<file path="src/rtl/nco_est_pkg.sv">
// Shared types and elaboration-time helpers for the NCO frequency estimator:
// CORDIC FSM states, accumulator sizing and the arctangent table generator.
package nco_est_pkg;

    typedef enum logic [1:0] {
        ST_IDLE   = 2'd0,
        ST_PREROT = 2'd1,
        ST_ITER   = 2'd2,
        ST_OUT    = 2'd3
    } cordic_state_t;

    // Width of the window sums: a (2*DATA_W+1)-bit product summed 2^LOG2_AVG times.
    function automatic int sum_w(input int data_w, input int log2_avg);
        return 2 * data_w + 1 + log2_avg;
    endfunction

    // Right shift that maps a window sum onto CORDIC_W-2 bits, leaving 2 bits for CORDIC gain.
    function automatic int norm_shift(input int data_w, input int log2_avg, input int cordic_w);
        return sum_w(data_w, log2_avg) - (cordic_w - 2);
    endfunction

    // round(atan(2^-i) * 2^phase_w / 2pi); Taylor series keeps this to basic real arithmetic.
    function automatic longint atan_lsb(input int i, input int phase_w);
        real pi_c, x, x2, term, acc, sgn, scale;
        pi_c = 3.14159265358979323846;
        acc  = 0.0;
        if (i == 0) begin
            acc = pi_c / 4.0;
        end else begin
            x = 1.0;
            for (int k = 0; k < i; k++) x = x / 2.0;
            x2   = x * x;
            term = x;
            sgn  = 1.0;
            for (int k = 0; k < 40; k++) begin
                acc  = acc + sgn * term / real'(2 * k + 1);
                term = term * x2;
                sgn  = -sgn;
            end
        end
        scale = 1.0;
        for (int k = 0; k < phase_w; k++) scale = scale * 2.0;
        return longint'($rtoi(acc * scale / (2.0 * pi_c) + 0.5));
    endfunction

endpackage

</file>
<file path="src/rtl/nco_freq_estimator_if.sv">
// Sample stream into the estimator and the estimate/status coming back out.
interface nco_freq_estimator_if #(
    parameter int DATA_W  = 14,
    parameter int PHASE_W = 24
);
    import nco_est_pkg::*;

    // No backpressure: a sample transfers on every enabled edge with in_valid high.
    // est_valid is a one-enabled-cycle pulse; phi_est holds until the next pulse.
    logic               in_valid;
    logic [DATA_W-1:0]  fsin_i;
    logic [DATA_W-1:0]  fcos_i;
    logic [PHASE_W-1:0] phi_est;
    logic               est_valid;
    logic               busy;
    cordic_state_t      dbg_state;

    modport master (
        output in_valid, fsin_i, fcos_i,
        input  phi_est, est_valid, busy, dbg_state
    );

    modport slave (
        input  in_valid, fsin_i, fcos_i,
        output phi_est, est_valid, busy, dbg_state
    );
endinterface

</file>
<file path="src/rtl/nco_est_cordic_vec.sv">
// Iterative vectoring CORDIC: converts a loaded (x, y) vector into an angle
// where 2^PHASE_W is one full turn.
module nco_est_cordic_vec
    import nco_est_pkg::*;
#(
    parameter int PHASE_W      = 24,
    parameter int CORDIC_W     = 32,
    parameter int CORDIC_ITERS = 20
) (
    input  logic                       clk,
    input  logic                       reset,
    input  logic                       clken,
    input  logic                       start,
    input  logic signed [CORDIC_W-1:0] x_in,
    input  logic signed [CORDIC_W-1:0] y_in,
    output logic [PHASE_W-1:0]         angle_out,
    output logic                       done,
    output logic                       busy,
    output cordic_state_t              state
);
    localparam int IW = (CORDIC_ITERS > 1) ? $clog2(CORDIC_ITERS) : 1;
    localparam logic [IW-1:0] LAST_ITER = IW'(CORDIC_ITERS - 1);
    localparam logic [PHASE_W-1:0] HALF_TURN = PHASE_W'(1) << (PHASE_W - 1);

    typedef logic [CORDIC_ITERS-1:0][PHASE_W-1:0] atan_tab_t;

    function automatic atan_tab_t gen_atan();
        atan_tab_t t;
        for (int i = 0; i < CORDIC_ITERS; i++) t[i] = PHASE_W'(atan_lsb(i, PHASE_W));
        return t;
    endfunction

    localparam atan_tab_t ATAN = gen_atan();

    if (CORDIC_ITERS > PHASE_W - 2) begin : g_bad_iters
        $error("CORDIC_ITERS must not exceed PHASE_W-2");
    end

    logic signed [CORDIC_W-1:0] x, y;
    logic [PHASE_W-1:0]         angle;
    logic [IW-1:0]              iter;
    logic                       y_pos, y_neg;

    // d = sign(y) with sign(0) = 0, so a zero vector never accumulates angle.
    assign y_neg = y[CORDIC_W-1];
    assign y_pos = !y[CORDIC_W-1] && (y != '0);

    always_ff @(posedge clk) begin
        if (reset) begin
            state     <= ST_IDLE;
            x         <= '0;
            y         <= '0;
            angle     <= '0;
            iter      <= '0;
            angle_out <= '0;
            done      <= 1'b0;
            busy      <= 1'b0;
        end else if (clken) begin
            done <= 1'b0;
            case (state)
                ST_IDLE: begin
                    if (start) begin
                        x     <= x_in;
                        y     <= y_in;
                        busy  <= 1'b1;
                        state <= ST_PREROT;
                    end
                end
                ST_PREROT: begin
                    if (x[CORDIC_W-1]) begin
                        x     <= -x;
                        y     <= -y;
                        angle <= HALF_TURN;
                    end else begin
                        angle <= '0;
                    end
                    iter  <= '0;
                    state <= ST_ITER;
                end
                ST_ITER: begin
                    if (y_pos) begin
                        x     <= x + (y >>> iter);
                        y     <= y - (x >>> iter);
                        angle <= angle + ATAN[iter];
                    end else if (y_neg) begin
                        x     <= x - (y >>> iter);
                        y     <= y + (x >>> iter);
                        angle <= angle - ATAN[iter];
                    end
                    if (iter == LAST_ITER) state <= ST_OUT;
                    else                   iter  <= iter + IW'(1);
                end
                ST_OUT: begin
                    angle_out <= angle;
                    done      <= 1'b1;
                    busy      <= 1'b0;
                    state     <= ST_IDLE;
                end
                default: state <= ST_IDLE;
            endcase
        end
    end
endmodule

</file>
<file path="src/rtl/nco_freq_estimator.sv">
// Estimates an NCO phase increment: conjugate products of successive samples
// are summed over a window and the summed vector's angle is taken by CORDIC.
module nco_freq_estimator
    import nco_est_pkg::*;
#(
    parameter int DATA_W       = 14,
    parameter int PHASE_W      = 24,
    parameter int LOG2_AVG     = 6,
    parameter int CORDIC_W     = 32,
    parameter int CORDIC_ITERS = 20
) (
    input logic                 clk,
    input logic                 reset,
    input logic                 clken,
    nco_freq_estimator_if.slave bus
);
    localparam int P_W        = 2 * DATA_W;
    localparam int R_W        = 2 * DATA_W + 1;
    localparam int SUM_W      = sum_w(DATA_W, LOG2_AVG);
    localparam int NORM_SHIFT = norm_shift(DATA_W, LOG2_AVG, CORDIC_W);

    if ((1 << LOG2_AVG) < CORDIC_ITERS + 4) begin : g_bad_window
        $error("window 2^LOG2_AVG must be at least CORDIC_ITERS+4");
    end
    if (NORM_SHIFT < 0) begin : g_bad_norm
        $error("CORDIC_W too wide for the window sum width");
    end

    logic signed [DATA_W-1:0]   fcos, fsin, c_prev, s_prev;
    logic                       have_prev;
    logic signed [P_W-1:0]      p_cc, p_ss, p_sc, p_cs;
    logic                       v1, v2;
    logic signed [R_W-1:0]      re, im;
    logic signed [SUM_W-1:0]    acc_re, acc_im, sum_re, sum_im;
    logic [LOG2_AVG-1:0]        win_cnt;
    logic                       win_last;
    logic signed [CORDIC_W-1:0] cx, cy;

    assign fcos = bus.fcos_i;
    assign fsin = bus.fsin_i;

    // The window's last product bypasses the accumulator straight into the CORDIC.
    assign sum_re   = acc_re + SUM_W'(re);
    assign sum_im   = acc_im + SUM_W'(im);
    assign win_last = v2 && (win_cnt == '1);
    assign cx       = CORDIC_W'(sum_re >>> NORM_SHIFT);
    assign cy       = CORDIC_W'(sum_im >>> NORM_SHIFT);

    always_ff @(posedge clk) begin
        if (reset) begin
            have_prev <= 1'b0;
            c_prev    <= '0;
            s_prev    <= '0;
            v1        <= 1'b0;
            p_cc      <= '0;
            p_ss      <= '0;
            p_sc      <= '0;
            p_cs      <= '0;
            v2        <= 1'b0;
            re        <= '0;
            im        <= '0;
            acc_re    <= '0;
            acc_im    <= '0;
            win_cnt   <= '0;
        end else if (clken) begin
            v1 <= bus.in_valid && have_prev;
            if (bus.in_valid) begin
                p_cc      <= P_W'(fcos) * P_W'(c_prev);
                p_ss      <= P_W'(fsin) * P_W'(s_prev);
                p_sc      <= P_W'(fsin) * P_W'(c_prev);
                p_cs      <= P_W'(fcos) * P_W'(s_prev);
                c_prev    <= fcos;
                s_prev    <= fsin;
                have_prev <= 1'b1;
            end
            v2 <= v1;
            if (v1) begin
                re <= R_W'(p_cc) + R_W'(p_ss);
                im <= R_W'(p_sc) - R_W'(p_cs);
            end
            if (v2) begin
                if (win_last) begin
                    acc_re  <= '0;
                    acc_im  <= '0;
                    win_cnt <= '0;
                end else begin
                    acc_re  <= sum_re;
                    acc_im  <= sum_im;
                    win_cnt <= win_cnt + LOG2_AVG'(1);
                end
            end
        end
    end

    logic [PHASE_W-1:0] angle;
    logic               done, cordic_busy;
    cordic_state_t      cordic_state;

    nco_est_cordic_vec #(
        .PHASE_W      (PHASE_W),
        .CORDIC_W     (CORDIC_W),
        .CORDIC_ITERS (CORDIC_ITERS)
    ) u_cordic (
        .clk       (clk),
        .reset     (reset),
        .clken     (clken),
        .start     (win_last),
        .x_in      (cx),
        .y_in      (cy),
        .angle_out (angle),
        .done      (done),
        .busy      (cordic_busy),
        .state     (cordic_state)
    );

    assign bus.phi_est   = angle;
    assign bus.est_valid = done;
    assign bus.busy      = cordic_busy;
    assign bus.dbg_state = cordic_state;
endmodule

</file>
<file path="src/flat_wrapper.sv">
// flat-port wrapper written by rule: the top's interface ports become plain ports
module nco_freq_estimator_flat import nco_est_pkg::*;
#(
    parameter int DATA_W       = 14,
    parameter int PHASE_W      = 24,
    parameter int LOG2_AVG     = 6,
    parameter int CORDIC_W     = 32,
    parameter int CORDIC_ITERS = 20
)
  (clk, reset, clken, bus_in_valid, bus_fsin_i, bus_fcos_i, bus_phi_est, bus_est_valid, bus_busy, bus_dbg_state);
  nco_freq_estimator_if #(.DATA_W(DATA_W), .PHASE_W(PHASE_W)) bus_i ();
  input logic clk;
  input logic reset;
  input logic clken;
  input wire logic [$bits(bus_i.in_valid)-1:0] bus_in_valid;
  input wire logic [$bits(bus_i.fsin_i)-1:0] bus_fsin_i;
  input wire logic [$bits(bus_i.fcos_i)-1:0] bus_fcos_i;
  output wire logic [$bits(bus_i.phi_est)-1:0] bus_phi_est;
  output wire logic [$bits(bus_i.est_valid)-1:0] bus_est_valid;
  output wire logic [$bits(bus_i.busy)-1:0] bus_busy;
  output wire logic [$bits(bus_i.dbg_state)-1:0] bus_dbg_state;
  assign bus_i.in_valid = bus_in_valid;
  assign bus_i.fsin_i = bus_fsin_i;
  assign bus_i.fcos_i = bus_fcos_i;
  assign bus_phi_est = bus_i.phi_est;
  assign bus_est_valid = bus_i.est_valid;
  assign bus_busy = bus_i.busy;
  assign bus_dbg_state = bus_i.dbg_state;
  nco_freq_estimator #(.DATA_W(DATA_W), .PHASE_W(PHASE_W), .LOG2_AVG(LOG2_AVG), .CORDIC_W(CORDIC_W), .CORDIC_ITERS(CORDIC_ITERS)) u_core (.clk(clk), .reset(reset), .clken(clken), .bus(bus_i));
endmodule
</file>
<file path="config.mk">
export PLATFORM = sky130hd
export DESIGN_NAME = nco_freq_estimator_flat
export DESIGN_NICKNAME = d
export VERILOG_FILES = /design/src/rtl/nco_est_pkg.sv /design/src/rtl/nco_freq_estimator_if.sv /design/src/rtl/nco_est_cordic_vec.sv /design/src/rtl/nco_freq_estimator.sv /design/src/flat_wrapper.sv
export SDC_FILE = /design/constraint.sdc
export NUM_CORES = 2
export LEC_CHECK = 0
export ABC_AREA = 1
export CAP_MARGIN = 20
export CORE_MARGIN = 5
export CORE_UTILIZATION = 30
export DETAILED_ROUTE_END_ITERATION = 8
export PLACE_DENSITY = 0.55
export SLEW_MARGIN = 10
export SYNTH_ARGS = -nofsm -noshare
export SYNTH_HDL_FRONTEND = slang
export SYNTH_SLANG_ARGS = --single-unit
export TNS_END_PERCENT = 100
</file>
<file path="constraint.sdc">
create_clock -name clk -period 20 [get_ports clk]
set_clock_uncertainty 0.15 [all_clocks]
set_input_delay 3 -clock clk [delete_from_list [all_inputs] [get_ports clk]]
set_output_delay 3 -clock clk [all_outputs]
set_load 0.005 [all_outputs]
</file>
==> reports/qor.yml <==
synthArstFlopShare: 0
io_pins: 60
overflow: 0
worstPathArrival_ns: 9.58
grt_pass1_vias: 60500
syn_area_per_cell_sq_um: 6.89
r2r_slack_ns: 13.02
clk_path_buf_depth: 3
synth_area_sq_um: 66200
cp_max_fo: 29
power_uw: 4910
holdCritPathClass: "reg2reg"
route.detailed.drc: 0
power.density_nw_per_um2: 68.8
critPathMostFrequentCell: "inv_1"
p_comb_frac: 0.590
firstDrtPassIters: 9
swShare: 0.483
cts-root-buf: "clkbuf_16"
pwr-share-seq: 0.191
synth.most_common_cell: "inv_1"
synth_cell_type_count: 68
grt_pass1_wl_um: 337000
place_congestion: 0.915
grt_max_degree: 92
yosysTopAreaCell: "fa_1"
syn-instance-count: 9602
peakVddDrop_uv: 67.3
dieArea_sq_um: 230000
start_kind: "input pin"
syn-num-nets: 10900
ys_top_cells_by_count: "2034 x inv_1, 1985 x nand2_1, 788 x fa_1"
cts_hold_buf: 0
die_y_um: 480
drv_slew: 0
p_int_uw: 2540
synth_edf_count: 0
seq_area_frac_synth: 0.127
clock_latency_ns: 0.71
ant_nets: 0
slew_headroom: 0.348
slowest_delay_ns: 0.54
min_period_over_period: 0.459
min_period_ns: 9.17
port_buffers: 59
max_freq_mhz: 109
post_cts_resize_count: 0
p_clk_frac: 0.219
start_util: 0.301
worstMarginPinSlew_ns: 0.978
grt_setup_unrepaired: "no"
yosys-top-cells-area: "fa_1 24%, dfxtp_1 13%, inv_1 12%"
drive_gt1_frac: 0.0378
worstPathRequired_ns: 20.41
post_drt_wl_per_cell_um: 17.1
synth-seq-cells: 420
crit_path_end_kind: "flip-flop"
leakagePower_uw: 0.0389
critical_path.top_delay_family: "adder cells"
die_w_um: 480
nNetsFinal: 10700
p_sw_uw: 2370
core_sq_um: 220000
grt_usage: 0.181
rows: 172
dp_hpwl_um: 165000
clkTransAtPathRegs_ns: 0.06
numCtsBuffers: 54
synth_top_cell_area_share: 0.238
cp_slowest_cell: "fa_1"
antenna_found_initial: 2
routed_wl_um: 210000
syn2layout_area_growth_pct: 7.86
setup_viol: 0
status: "finished clean"
cp_num_buf_inv: 11
maxCapViolCount: 0
tns_ns: 0
drt_iter0_markers: 3893
cts_tree: "built"
htreeDepth: 2
vias: 59800
final_hold_viol_count: 0
clkSinkCount: 420
critPathKind: "in2reg"
vias_per_cell: 4.86
post_cts_buffers: 0
synthFlopType: "dfxtp_1"
synth_warnings: 0
-- power by group through the flow --
| stage | combinational (uW) | clock (uW) | sequential (uW) |
|---|---|---|---|
| global route | 3330 | 1140 | 942 |
| global placement | 2870 | 0 | 958 |
| floorplan | 2110 | 0 | 912 |
| finish | 2900 | 1070 | 939 |
| CTS | 2920 | 1110 | 940 |
| detailed placement | 2900 | 0 | 958 |
-- registers in the layout, indices dropped and copies added, names as in the netlist, 29 cells and up, named ones only --
register / cells
u_core.u_cordic.x: 32
u_core.im: 29
u_core.re: 29
u_core.u_cordic.y: 32
u_core.acc_im: 35
u_core.acc_re: 35
-- layer usage --
layer	share of wire	global-route usage
met2	0.47	0.314
met4	0.032	0.0499
met5	0	0
met3	0.043	0.0174
met1	0.45	0.241
-- cell type report --
cell class | count | area, sq um
clock inverter | 39 | 502
sequential | 420 | 8430
antenna | 2 | 5.00
fill | 23900 | 148000
tap | 2871 | 3590
multi-input combinational | 6705 | 48400
inverter | 2055 | 7720
timing repair buffer | 151 | 1320
clock buffer | 62 | 1410
-- logic make-up (layout without fill, tap and decap cells) --
| family | after synthesis | count (layout) | share of synthesized area |
|---|---|---|---|
| AND/OR/NAND/NOR | 3428 | 3428 | 0.214 |
| multiplexers | 25 | 25 | 0.00378 |
| buffers and inverters | 2477 | 2307 | 0.142 |
| adder cells (fa/ha/maj) | 1314 | 1314 | 0.338 |
| other | 0 | 2 | 0 |
| AO/OA/AOI/OAI | 1645 | 1645 | 0.137 |
| flip-flops | 420 | 420 | 0.127 |
| XOR/XNOR | 293 | 293 | 0.0388 |
-- worst min-delay path, stage by stage, from the launching register on --
cell	delay (ns)
dfxtp_1	0.31
nand2_1	0.06
a21oi_1	0.05
-- cell usage in the layout, fill, tap and decap left out, types with 72 or more instances in the layout --
master   netlist  final
o21ai_0      627    627
ha_1         526    524
nand2_1     1985   1982
xnor2_1      112    112
xor2_1       181    181
nor3_1        72     72
inv_1       2034   2031
dfxtp_1      420    406
a21oi_1      682    682
fa_1         788    788
buf_4          4     90
nor2_1       742    741
a31oi_1       75     75
nand3_1      427    427
-- path summary, 6_finish.rpt --
path | startpoint | end | cells after the start
hold reg to reg | u_core.have_prev$_SDFFE_PP0P_ | u_core.v1$_SDFFE_PP0P_ | 2
setup / recovery | bus_fsin_i[7] | u_core.p_ss[20]$_SDFFE_PP0P_ | 29
hold / removal | u_core.have_prev$_SDFFE_PP0P_ | u_core.v1$_SDFFE_PP0P_ | 2
setup reg to reg | u_core.c_prev[5]$_SDFFE_PP0P_ | u_core.p_sc[24]$_SDFFE_PP0P_ | 27
-- through the flow --
| stage | utilization | instance area, sq um | std cells | setup WS (ns) | hold WS (ns) |
|---|---|---|---|---|---|
| 2_1_floorplan | - | 66200 | 9602 | 11.23 | 0.285 |
| 3_3_place_gp | 0.316 | 69400 | 12200 | 10.22 | 0.297 |
| 3_5_place_dp | 0.316 | 69400 | 12200 | 10.22 | 0.304 |
| 4_1_cts | 0.325 | 71300 | 12300 | 10.95 | 0.308 |
| 5_1_grt | 0.325 | 71300 | 12300 | 10.44 | 0.336 |
| 6_report | 0.325 | 71400 | 12300 | 10.83 | 0.313 |
Note: power is estimated with default switching activity, not from simulation.
